`config.mk`:
```
export PLATFORM = sky130hd
export DESIGN_NAME = full_logic_ctrl
export DESIGN_NICKNAME = d
export VERILOG_FILES = /design/src/rtl/full_logic_ctrl.sv
export SDC_FILE = /design/constraint.sdc
export NUM_CORES = 1
export LEC_CHECK = 0
export ABC_AREA = 1
export BUFFER_PORTS_ARGS = -buffer_cell sky130_fd_sc_hd__clkbuf_2
export CAP_MARGIN = 20
export CORE_ASPECT_RATIO = 1.1
export CORE_MARGIN = 1
export CORE_UTILIZATION = 45
export DETAILED_ROUTE_END_ITERATION = 12
export GPL_ROUTABILITY_DRIVEN = 0
export PLACE_DENSITY = 0.76
export SYNTH_ARGS = -nofsm -noshare
export SYNTH_HDL_FRONTEND = slang
export SYNTH_SLANG_ARGS = --single-unit
```
`constraint.sdc`:
```
create_clock -name clk -period 1.4 [get_ports clk]
set_clock_uncertainty 0.05 [all_clocks]
set_input_delay 0 -clock clk [delete_from_list [all_inputs] [get_ports clk]]
set_output_delay 0 -clock clk [all_outputs]
set_load 0.1 [all_outputs]
```
`src/rtl/full_logic_ctrl.sv`:
```
// Flow-control and pop scheduler for the full_logic datapath: phase FSM,
// hysteresis backpressure and round-robin arbitration of the D0/D1 FIFOs.
module full_logic_ctrl #(
    parameter int FIFO_DEPTH  = 8,
    parameter int CNT_W       = 4,
    parameter int TH_HIGH_DEF = 6,
    parameter int TH_LOW_DEF  = 2
) (
    input  logic             clk,
    input  logic             reset,
    input  logic             init,
    input  logic [CNT_W-1:0] th_high_in,
    input  logic [CNT_W-1:0] th_low_in,
    input  logic             src_valid,
    input  logic [CNT_W-1:0] d0_count,
    input  logic [CNT_W-1:0] d1_count,
    input  logic             d0_ready,
    input  logic             d1_ready,
    input  logic             error_D0,
    input  logic             error_D1,
    output logic             wr_enable,
    output logic             D0_pop,
    output logic             D1_pop,
    output logic             pause,
    output logic [CNT_W-1:0] th_high,
    output logic [CNT_W-1:0] th_low,
    output logic [2:0]       state,
    output logic             idle_out,
    output logic             active_out,
    output logic             error_out
);

    typedef enum logic [2:0] {
        ST_RESET  = 3'd0,
        ST_INIT   = 3'd1,
        ST_IDLE   = 3'd2,
        ST_ACTIVE = 3'd3,
        ST_ERROR  = 3'd4
    } state_t;

    localparam logic [CNT_W-1:0] DEPTH_C    = CNT_W'(FIFO_DEPTH);
    localparam logic [CNT_W-1:0] TH_HIGH_C  = CNT_W'(TH_HIGH_DEF);
    localparam logic [CNT_W-1:0] TH_LOW_C   = CNT_W'(TH_LOW_DEF);
    localparam logic             GRANT_D0   = 1'b0;
    localparam logic             GRANT_D1   = 1'b1;

    state_t           state_q, state_d;
    logic             pause_q, pause_d;
    logic             last_grant_q, last_grant_d;
    logic [CNT_W-1:0] th_high_q, th_high_d;
    logic [CNT_W-1:0] th_low_q, th_low_d;
    logic             cand0, cand1;
    logic             pop0, pop1;
    logic             any_err;
    logic             counts_zero;

    always_ff @(posedge clk or negedge reset) begin
        if (!reset) begin
            state_q      <= ST_RESET;
            pause_q      <= 1'b0;
            last_grant_q <= GRANT_D1;
            th_high_q    <= TH_HIGH_C;
            th_low_q     <= TH_LOW_C;
        end else begin
            state_q      <= state_d;
            pause_q      <= pause_d;
            last_grant_q <= last_grant_d;
            th_high_q    <= th_high_d;
            th_low_q     <= th_low_d;
        end
    end

    always_comb begin
        state_d     = state_q;
        th_high_d   = th_high_q;
        th_low_d    = th_low_q;
        any_err     = error_D0 | error_D1;
        counts_zero = (d0_count == '0) && (d1_count == '0);

        case (state_q)
            ST_RESET: state_d = ST_INIT;
            ST_INIT: begin
                if (init) begin
                    th_high_d = th_high_in;
                    th_low_d  = th_low_in;
                end else if ((th_low_q < th_high_q) && (th_high_q <= DEPTH_C)) begin
                    state_d = ST_IDLE;
                end else begin
                    state_d = ST_ERROR;
                end
            end
            ST_IDLE: begin
                if (init)
                    state_d = ST_INIT;
                else if (src_valid || !counts_zero)
                    state_d = ST_ACTIVE;
            end
            ST_ACTIVE: begin
                if (!src_valid && counts_zero)
                    state_d = ST_IDLE;
            end
            ST_ERROR: state_d = ST_ERROR;
            default:  state_d = ST_ERROR;
        endcase

        // A datapath error beats every other transition except leaving RESET.
        if (state_q != ST_RESET && any_err)
            state_d = ST_ERROR;
    end

    always_comb begin
        pause_d = pause_q;
        if (state_q == ST_ACTIVE) begin
            if ((d0_count >= th_high_q) || (d1_count >= th_high_q))
                pause_d = 1'b1;
            else if ((d0_count <= th_low_q) && (d1_count <= th_low_q))
                pause_d = 1'b0;
        end
        if (state_d == ST_ERROR)
            pause_d = 1'b0;
    end

    // On a tie the FIFO that was not served last wins.
    always_comb begin
        cand0        = (state_q == ST_ACTIVE) && (d0_count != '0) && d0_ready;
        cand1        = (state_q == ST_ACTIVE) && (d1_count != '0) && d1_ready;
        pop0         = 1'b0;
        pop1         = 1'b0;
        last_grant_d = last_grant_q;
        if (cand0 && cand1) begin
            pop0 = (last_grant_q == GRANT_D1);
            pop1 = (last_grant_q == GRANT_D0);
        end else begin
            pop0 = cand0;
            pop1 = cand1;
        end
        if (pop0)
            last_grant_d = GRANT_D0;
        else if (pop1)
            last_grant_d = GRANT_D1;
    end

    assign wr_enable  = src_valid & ~pause_q & (state_q == ST_ACTIVE);
    assign D0_pop     = pop0;
    assign D1_pop     = pop1;
    assign pause      = pause_q;
    assign th_high    = th_high_q;
    assign th_low     = th_low_q;
    assign state      = state_q;
    assign idle_out   = (state_q == ST_IDLE);
    assign active_out = (state_q == ST_ACTIVE);
    assign error_out  = (state_q == ST_ERROR);

endmodule

```
# --- Word-level counts from Yosys, hierarchy flattened ---
# Index checks and enable logic that the tools add are counted.
# Widths: inputs -> output; s select.
totals:
  out_inout_bits: 18
  ram_bits: 0
  ff_bits: 13
  latchBits: 0
  mem_count: 0
  mem_bits_ro: 0
classes:
  eq_ne: 5
  n_lt_le_gt_ge: 6
  mul: 0
  shift: 0
  div_mod_pow: 0
  mux: 15
  bitwise_logic: 5
  reduce_logical: 25
  addsub: 0
op_table:
  columns: ["operator", "n"]
  rows:
  - ["$mux 3", 6]
  - ["$pmux 3 s4", 1]
  - ["$logic_and 1x1->1", 10]
  - ["$ge 4x4->1", 2]
  - ["$le 4x4->1", 2]
  - ["$logic_not 4->1", 2]
  - ["$mux 1", 8]
  - ["$reduce_bool 4->1", 2]
  - ["$eq 3x2->1 const B", 2]
  - ["$eq 3x3->1 const B", 2]
  - ["$reduce_bool 3->1", 2]
  - ["$le 4x4->1 const B", 1]
  - ["$lt 4x4->1", 1]
  - ["$reduce_and 2->1", 2]
  - ["$reduce_bool 2->1", 2]
  - ["$eq 3x1->1 const B", 1]
  - ["$logic_not 3->1", 1]
  - ["$and 1x1->1", 2]
  - ["$logic_not 1->1", 2]
  - ["$logic_or 1x1->1", 2]
  - ["$not 1->1", 2]
  - ["$or 1x1->1", 1]

# --- Depth between registers and ports, before layout ---
# Gate-level depths: netlist of the first run.
logic_depth:
  word_depth: 11
  ltp_mapped: 11
  depth_no_buf: 11

# --- Worst setup path before layout of the first run ---
# Ideal clock, no wire load.
synth_path:
  kind: "flip-flop to output port"
  startpoint: "register state_q[1], in the netlist state[1]"
  endpoint: "output wr_enable"
  stages_incl_launch_ff: 5
  slack_ns: -2.584
  t_arrival_ns: 3.934
  n_path_buf: 0
  t_required_ns: 1.350
  path_cell_list: "dfrtp_1 -> nand2_1 -> nor2_4 -> inv_2 -> nor3_1"
synth_via:
  elab_chain_len: 2
synth_lines:
  columns: ["item", "line", "source"]
  rows:
  - ["start, declared", "47", "state_t state_q, state_d;"]
  - ["start signal, assigned", "65", "state_q <= state_d;"]
  - ["$eq 3x2->1", null, null]
  - ["net active_out", "29", "output logic active_out,"]
  - ["$and 1x1->1", "143", "assign wr_enable = src_valid & ~pause_q & (state_q == ST_ACTIVE);"]
  - ["end, declared", "21", "output logic wr_enable,"]
# The timed path passes the listed nets, and every way through them passes these cells.

# --- Worst setup path in the final report of the first run ---
layout_path:
  startpoint: "register th_high_q[1], in the netlist th_high[1]"
  endpoint: "register pause_q, in the netlist pause"
layout_via:
  elab_chain_len: 9
  elab_cells_between_ends: 17
  classes_between: "order compare (4); eq/ne (1); mux (7); reduce/logical (5)"
layout_lines:
  columns: ["item", "line", "source"]
  rows:
  - ["start, declared", "50", "logic [CNT_W-1:0] th_high_q, th_high_d;"]
  - ["start signal, assigned", "68", "th_high_q <= th_high_d;"]
  - ["$lt 4x4->1 or $le 4x4->1 (tied branches)", "86", "end else if ((th_low_q < th_high_q) && (th_high_q <= DEPTH_C)) begin"]
  - ["$logic_and 1x1->1", "86", null]
  - ["$mux 3", "86", null]
  - ["$mux 3", "83", "if (init) begin"]
  - ["$pmux 3 s4", "80", "case (state_q)"]
  - ["$mux 3", "107", "if (state_q != ST_RESET && any_err)"]
  - ["$eq 3x3->1", "119", "if (state_d == ST_ERROR)"]
  - ["$reduce_bool 3->1 (no source line) or $reduce_bool 2->1 (tied branches)", null, null]
  - ["$reduce_and 2->1 (no source line)", null, null]
  - ["end signal, assigned", "66", "pause_q <= pause_d;"]
  - ["end, declared", "48", "logic pause_q, pause_d;"]
# Several ways; a longest one is shown, not always the timed one. The select of a mux whose other input is x is not followed.
# A chain may end at the register's enable or synchronous reset.

==> impl_results.md, run 1 <==
* Status: complete, but fails checks
* Failing checks: DRC, setup timing
* Mapped Area at 1180 um2
* Max Cap Violations at 0
* Global Route Usage Sum at 27.8%
* Layout cells sized above 1 at 55.2%
* Hold Crit Depth at 4
* Worst reg-to-reg path cell count at 10
* Final worst setup slack at -0.229 ns
* Max rail drop VDD at 0.00125 V
* Antenna diodes at 0
* Initial antenna violation count at 0
* 1st-iter DRT viols at 28
* H-tree depth at 1
* Arrival time at the worst endpoint at 1.78 ns
* Synth Flop Type: dfrtp_1
* I/O pin total at 42
* Avg Inst Size Synth at 7.22 um2
* Number of routed nets with antenna violations at 0
* FP Rows at 19
* Reg-to-Reg Start: th_high[1]$_DFFE_PN1P_
* Post-synth ARST share at 100%
* Post-detail-place hpwl at 2650 um
* Most used cell, CP: nand2_1
* Crit-path slowest cell: dfstp_4
* Leakage power total at 1.07 nW
* DR vias/cell at 5.00
* Clock Root Buffer: clkbuf_4
* Setup slack on the worst flop-to-flop path at -0.23 ns
* Yosys Warn Count at 0
* Port bufs at 41
* Pwr Density at 715 nW/um2
* First-pass GRT wire length at 6040 um
* Fmax at 614 MHz
* Hold WC Path Type: input pin to flip-flop
* Final period utilization at 116%
* RSZ-0062 raised after global routing: yes
* Starting Density at 47.5%
* Mapped Nets at 207
* Die height at 55.8 um
* Reg-to-reg endpoint: pause$_DFFE_PN0P_
* Worst Hold Endpoint: state[1]$_DFF_PN0_
* Place WS at -0.215 ns
* Final Max Slew Viols at 0
* TritonCTS Buffers at 3
* #FFs+latches synth at 13
* Hold wc startpoint: error_D0
* Grt ovf at 0
* Pin count of the biggest net entering global routing at 17
* Post-route minimum period at 1.63 ns
* Setup-failing EPs final at 15
* Relative slew slack at 63.9%
* Die Width at 50.9 um
* DRC at 2
* Via count at 1359
* Crit Path Class: flip-flop to flip-flop
* Core Area at 2500 um2
* Min Hold Slack at 0.0373 ns
* Final hold vios at 0
* Worst-skew pair later-pin latency at 0.27 ns
* Most frequent cells after synthesis: nand2_1, inv_1, ha_1, nor2_1, a21oi_1
* Synth top area share at 20.1%
* Cell Chain, Critical Path: inv_8 -> ha_4 -> inv_2 -> o21bai_1 -> nand2_1 -> nand2_1 -> nor2_1 -> nand2_1 -> nand2_1 -> a21oi_1
* Post-synth top area cell: ha_1
* Vias in the first global route at 1433
* Synth-to-layout area growth at 79.5%
* Required time worst endpoint at 1.55 ns
* CP max stage delay at 0.66 ns
* Full die area at 2840 um2
* Cells after Synth at 164
* Seq/Total Area, Yosys at 27.9%
* EDFF count, synth at 0
* Final net count at 285
* Clock slew at reported path FFs at 0.08 ns
* DRT Pass-1 Iters at 8
* Bufs on Longest Clock Path at 2
* Worst Path Max Fanout at 4
* CTS tree: yes
* Clock sink count at 13
* Tightest Pin Transition at 0.544 ns
* Most common cell in the netlist: nand2_1
* Routed wire length at 3920 um
* Top cells by area, synth: ha_1, dfrtp_1, nand2_1
* Unique masters post-synth at 23
* Startpoint Class: flip-flop
* Worst setup EP type: flip-flop
* DR WL/cell at 14.4 um
-- logic make-up (layout without fill, tap and decap cells) --
family,count (synthesis),after routing,synth area share (%)
fa+ha+maj,19,19,20.1
buf+inv,34,110,11.4
flops,13,13,27.9
simple gates,73,74,27.1
compound gates,25,25,13.5
-- critical path, delay by kind of cell (launching register included) --
family                     cells  cell delay [ns]
adders and majority gates      1             0.26
and+or+nand+nor                5             0.28
DFF                            1             0.66
buffers and inverters          2             0.07
AOI/OAI and AO/OA              2             0.24
-- sequential cells by signal, indices dropped and copies added, names as in the netlist --
name	flops
pause	1
th_low	4
state	3
last_grant_q	1
th_high	4
-- routing by layer --
layer	track usage [%]	vias up	wire [um]
met5	0	-	0
met4	5.95	0	65
met3	4.10	8	141
met2	54.3	49	2230
met1	30.3	626	1480
li1	-	676	-
-- per-stage QoR --
| step | cells | util, % | instance area [um2] | TNS, ns | power (mW) |
|---|---|---|---|---|---|
| 3_5_place_dp | 249 | 70.1 | 1750 | -0.478 | 1.16 |
| 2_1_floorplan | 164 | - | 1280 | -6.26 | 0.925 |
| 4_1_cts | 269 | 82.1 | 2050 | -1.13 | 1.48 |
| 5_1_grt | 272 | 85.2 | 2130 | -2.55 | 1.59 |
| 3_3_place_gp | 249 | 70.1 | 1750 | -0.360 | 1.13 |
| 6_report | 272 | 85.2 | 2130 | -1.64 | 1.52 |
-- cells in the final DEF, fill, tap and decap left out, types with 7 or more instances in the layout --
cell and instances:
nand2_1 31, inv_2 8, nor2_1 14, buf_6 7
dlygate4sd3_1 10, a21oi_1 9, a21oi_2 10, ha_1 12
inv_1 18, nand2_2 7, buf_4 15, clkbuf_2 32
ha_4 7, buf_12 9
-- report_power, final --
| part | internal (mW) | total (mW) | switching [mW] |
|---|---|---|---|
| sequential | 0.425 | 0.468 | 0.0429 |
| clock | 0.110 | 0.231 | 0.121 |
| combinational | 0.310 | 0.821 | 0.511 |
| total | 0.846 | 1.52 | 0.675 |
-- final cells by class --
cell class,instances,area (um2)
flip-flops and latches,13,362
clock buffers,4,26.3
fillers,146,369
inverters,33,145
repair buffers,73,632
well taps,31,38.8
multi-input cells,118,923
-- repair_timing --
action                     in CTS  in global routing
buffers inserted                6                  2
setup endpoints to repair       9                 18
hold buffers                   10                  0
gates cloned                    0                  1
hold endpoints to repair       22                  0
pin swaps                      18                 20
resized for setup              25                 16
-- how the worst max path moves through the flow --
stage,start,endpoint,slack [ns],cells after the start
2_1_floorplan,state[2]$_DFF_PN0_,wr_enable,-0.96,5
3_3_place_gp,th_high[1]$_DFFE_PN1P_,pause$_DFFE_PN0P_,-0.20,10
3_5_place_dp,th_high[1]$_DFFE_PN1P_,pause$_DFFE_PN0P_,-0.21,10
4_1_cts,th_high[1]$_DFFE_PN1P_,pause$_DFFE_PN0P_,-0.20,10
5_1_grt,th_low[1]$_DFFE_PN1P_,pause$_DFFE_PN0P_,-0.30,10
6_report,th_high[1]$_DFFE_PN1P_,pause$_DFFE_PN0P_,-0.23,10
(Power assumes the default switching activity.)
==> run 2, diff against run 1 <==
--- a/config.mk
+++ b/config.mk
@@ -12,6 +12,8 @@
 export CORE_MARGIN = 1
 export CORE_UTILIZATION = 45
+export CTS_CLUSTER_DIAMETER = 50
 export DETAILED_ROUTE_END_ITERATION = 12
 export GPL_ROUTABILITY_DRIVEN = 0
+export MAX_ROUTING_LAYER = met4
 export PLACE_DENSITY = 0.76
 export SYNTH_ARGS = -nofsm -noshare
==> constraint.sdc (replaced) <==
create_clock -name clk -period 1.4 [get_ports clk]
set_clock_uncertainty 0.05 [all_clocks]
set_input_delay 0.21 -clock clk [delete_from_list [all_inputs] [get_ports clk]]
set_output_delay 0.21 -clock clk [all_outputs]
set_load 0.1 [all_outputs]
==> impl_results.md, run 2 (synthesis results as in run 1) <==
* Status: complete, but fails checks (unchanged)
* Failing checks: setup timing (was DRC, setup timing)
* Crit Path Class: flip-flop to output pin (was flip-flop to flip-flop)
* Leakage power total at 1.12 nW (was 1.07 nW)
* Antenna diodes at 0 (unchanged)
* Placed insts at 258 (was 249)
* Initial antenna violation count at 0 (unchanged)
* Crit-path slowest cell: dfrtp_4 (was dfstp_4)
* Fmax at 519 MHz (was 614 MHz)
* DR vias/cell at 6.05 (was 5.00)
* Vias in the first global route at 1624 (was 1433)
* Setup-failing EPs final at 22 (was 15)
* CP max stage delay at 0.51 ns (was 0.66 ns)
* Max Cap Violations at 0 (unchanged)
* FP Rows at 19 (unchanged)
* Pin count of the biggest net entering global routing at 14 (was 17)
* Via count at 1651 (was 1359)
* Full die area at 2840 um2 (unchanged)
* Max rail drop VDD at 0.000983 V (was 0.00125 V)
* Min Hold Slack at 0.0864 ns (was 0.0373 ns)
* Final Max Slew Viols at 0 (unchanged)
* Most frequent cells in the layout: nand2_1, clkbuf_2, buf_4 (was clkbuf_2, nand2_1, inv_1)
* Core Area at 2500 um2 (unchanged)
* Crit path buf inv count at 3 (was 2)
* Reg-to-Reg Start: th_high[1]$_DFFE_PN1P_ (unchanged)
* DRT Pass-1 Iters at 5 (was 8)
* Final Instance Count excl. Fillers at 273 (was 272)
* Reg-to-reg endpoint: pause$_DFFE_PN0P_ (unchanged)
* Final period utilization at 138% (was 116%)
* RSZ-0062 raised after global routing: yes (unchanged)
* CTS tree: yes (unchanged)
* Bufs on Longest Clock Path at 2 (unchanged)
* Synth-to-layout area growth at 94.7% (was 79.5%)
* CP startpoint: state[2]$_DFF_PN0_ (was th_high[1]$_DFFE_PN1P_)
* Starting Density at 47.5% (unchanged)
* Arrival time at the worst endpoint at 1.67 ns (was 1.78 ns)
* Tightest Pin Transition at 0.381 ns (was 0.544 ns)
* Setup slack on the worst flop-to-flop path at -0.49 ns (was -0.23 ns)
* I/O pin total at 42 (unchanged)
* Routed wire length at 5560 um (was 3920 um)
* Relative slew slack at 74.3% (was 63.9%)
* Post-detail-place hpwl at 2630 um (was 2650 um)
* Global Route Usage Sum at 36.0% (was 27.8%)
* H-tree depth at 1 (unchanged)
* Clock Root Buffer: clkbuf_4 (unchanged)
* Commonest non-fill, non-tap cell in the layout: nand2_1 (was clkbuf_2)
* DR WL/cell at 20.4 um (was 14.4 um)
* Final net count at 286 (was 285)
* Startpoint Class: flip-flop (unchanged)
* Post-route minimum period at 1.93 ns (was 1.63 ns)
* Pwr Density at 735 nW/um2 (was 715 nW/um2)
* Worst Hold Endpoint: th_high[2]$_DFFE_PN1P_ (was state[1]$_DFF_PN0_)
* Clock sink count at 13 (unchanged)
* Hold WC Path Type: input pin to flip-flop (unchanged)
* 1st-iter DRT viols at 106 (was 28)
* First-pass GRT wire length at 7360 um (was 6040 um)
* Clock slew at reported path FFs at 0.10 ns (was 0.08 ns)
* Grt ovf at 0 (unchanged)
* Largest delay share family, worst path: simple AND/OR/NAND/NOR gates (was flip-flops)
* DRC at 0 (was 2)
* Number of routed nets with antenna violations at 0 (unchanged)
* Port bufs at 41 (unchanged)
* Hold wc startpoint: th_high_in[2] (was error_D0)
* Worst-skew pair later-pin latency at 0.30 ns (was 0.27 ns)
* Die height at 55.8 um (unchanged)
* Place WS at -0.219 ns (was -0.215 ns)
* Hold Crit Depth at 3 (was 4)
* Worst reg-to-reg path cell count at 10 (unchanged)
* Required time worst endpoint at 1.14 ns (was 1.55 ns)
* Layout cells sized above 1 at 59.9% (was 55.2%)
* TritonCTS Buffers at 3 (unchanged)
* Die Width at 50.9 um (unchanged)
* Cell Chain, Critical Path: inv_4 -> nand2_4 -> nor2_4 -> nand4_1 -> nand2_2 -> clkinvlp_4 -> buf_12 (was inv_8 -> ha_4 -> inv_2 -> o21bai_1 -> nand2_1 -> nand2_1 -> nor2_1 -> nand2_1 -> nand2_1 -> a21oi_1)
* Final hold vios at 0 (unchanged)
* Worst setup EP type: output pin (was flip-flop)
* Worst Path Max Fanout at 4 (unchanged)
* Final worst setup slack at -0.528 ns (was -0.229 ns)
==> run 2: worst register-to-register path, delay by kind of cell, from the launching register on <==
family / cells / cell delay, ns
AO/OA/AOI/OAI: 2 / 0.27
adder cells (fa/ha/maj): 1 / 0.28
buffers and inverters: 2 / 0.11
flip-flops: 1 / 0.66
AND/OR/NAND/NOR: 5 / 0.45
==> run 2: how the worst max path moves through the flow <==
stage,to,slack (ns),depth (start not counted)
2_1_floorplan,wr_enable,-1.17,5
3_3_place_gp,pause$_DFFE_PN0P_,-0.19,10
3_5_place_dp,pause$_DFFE_PN0P_,-0.22,10
4_1_cts,D1_pop,-0.44,7
5_1_grt,D0_pop,-0.57,7
6_report,D0_pop,-0.53,7
==> run 2: cell type report <==
type | instances | area, um2
clock buffers | 4 | 26.3
fillers | 94 | 189
inverters | 33 | 140
multi-input cells | 118 | 973
flip-flops and latches | 13 | 362
well taps | 31 | 38.8
repair buffers | 74 | 767
==> run 2: timing repair <==
| action | CTS | global route |
|---|---|---|
| pin swaps | 23 | 9 |
| hold buffers | 1 | 0 |
| hold endpoints to repair | 9 | 0 |
| resized for setup | 32 | 15 |
| setup endpoints to repair | 20 | 24 |
| gates cloned | 1 | 0 |
| buffers inserted | 8 | 4 |
==> run 2: where the power goes <==
| part | internal (mW) | switching (mW) | total [mW] | leakage (nW) |
|---|---|---|---|---|
| combinational | 0.374 | 0.577 | 0.951 | 0.970 |
| clock | 0.111 | 0.162 | 0.273 | 0.0150 |
| sequential | 0.425 | 0.0470 | 0.472 | 0.138 |
| total | 0.910 | 0.786 | 1.70 | 1.12 |
==> run 2: routing by layer <==
layer	share of wire, %	vias to the layer above	GRT usage, %
met5	0	-	-
met4	7.9	0	20.2
met3	8.8	57	7.92
met2	50	139	61.3
met1	33	774	37.5
li1	-	681	-
==> run 2: metrics by stage <==
stage	setup TNS (ns)	util, %	instance area [um2]	power (mW)
CTS	-3.85	89.2	2230	1.56
global placement	-0.711	78.8	1970	1.22
detailed placement	-1.04	78.8	1970	1.24
floorplan	-6.88	-	1290	0.926
finish	-5.55	92.4	2310	1.70
global route	-6.18	92.4	2310	1.75
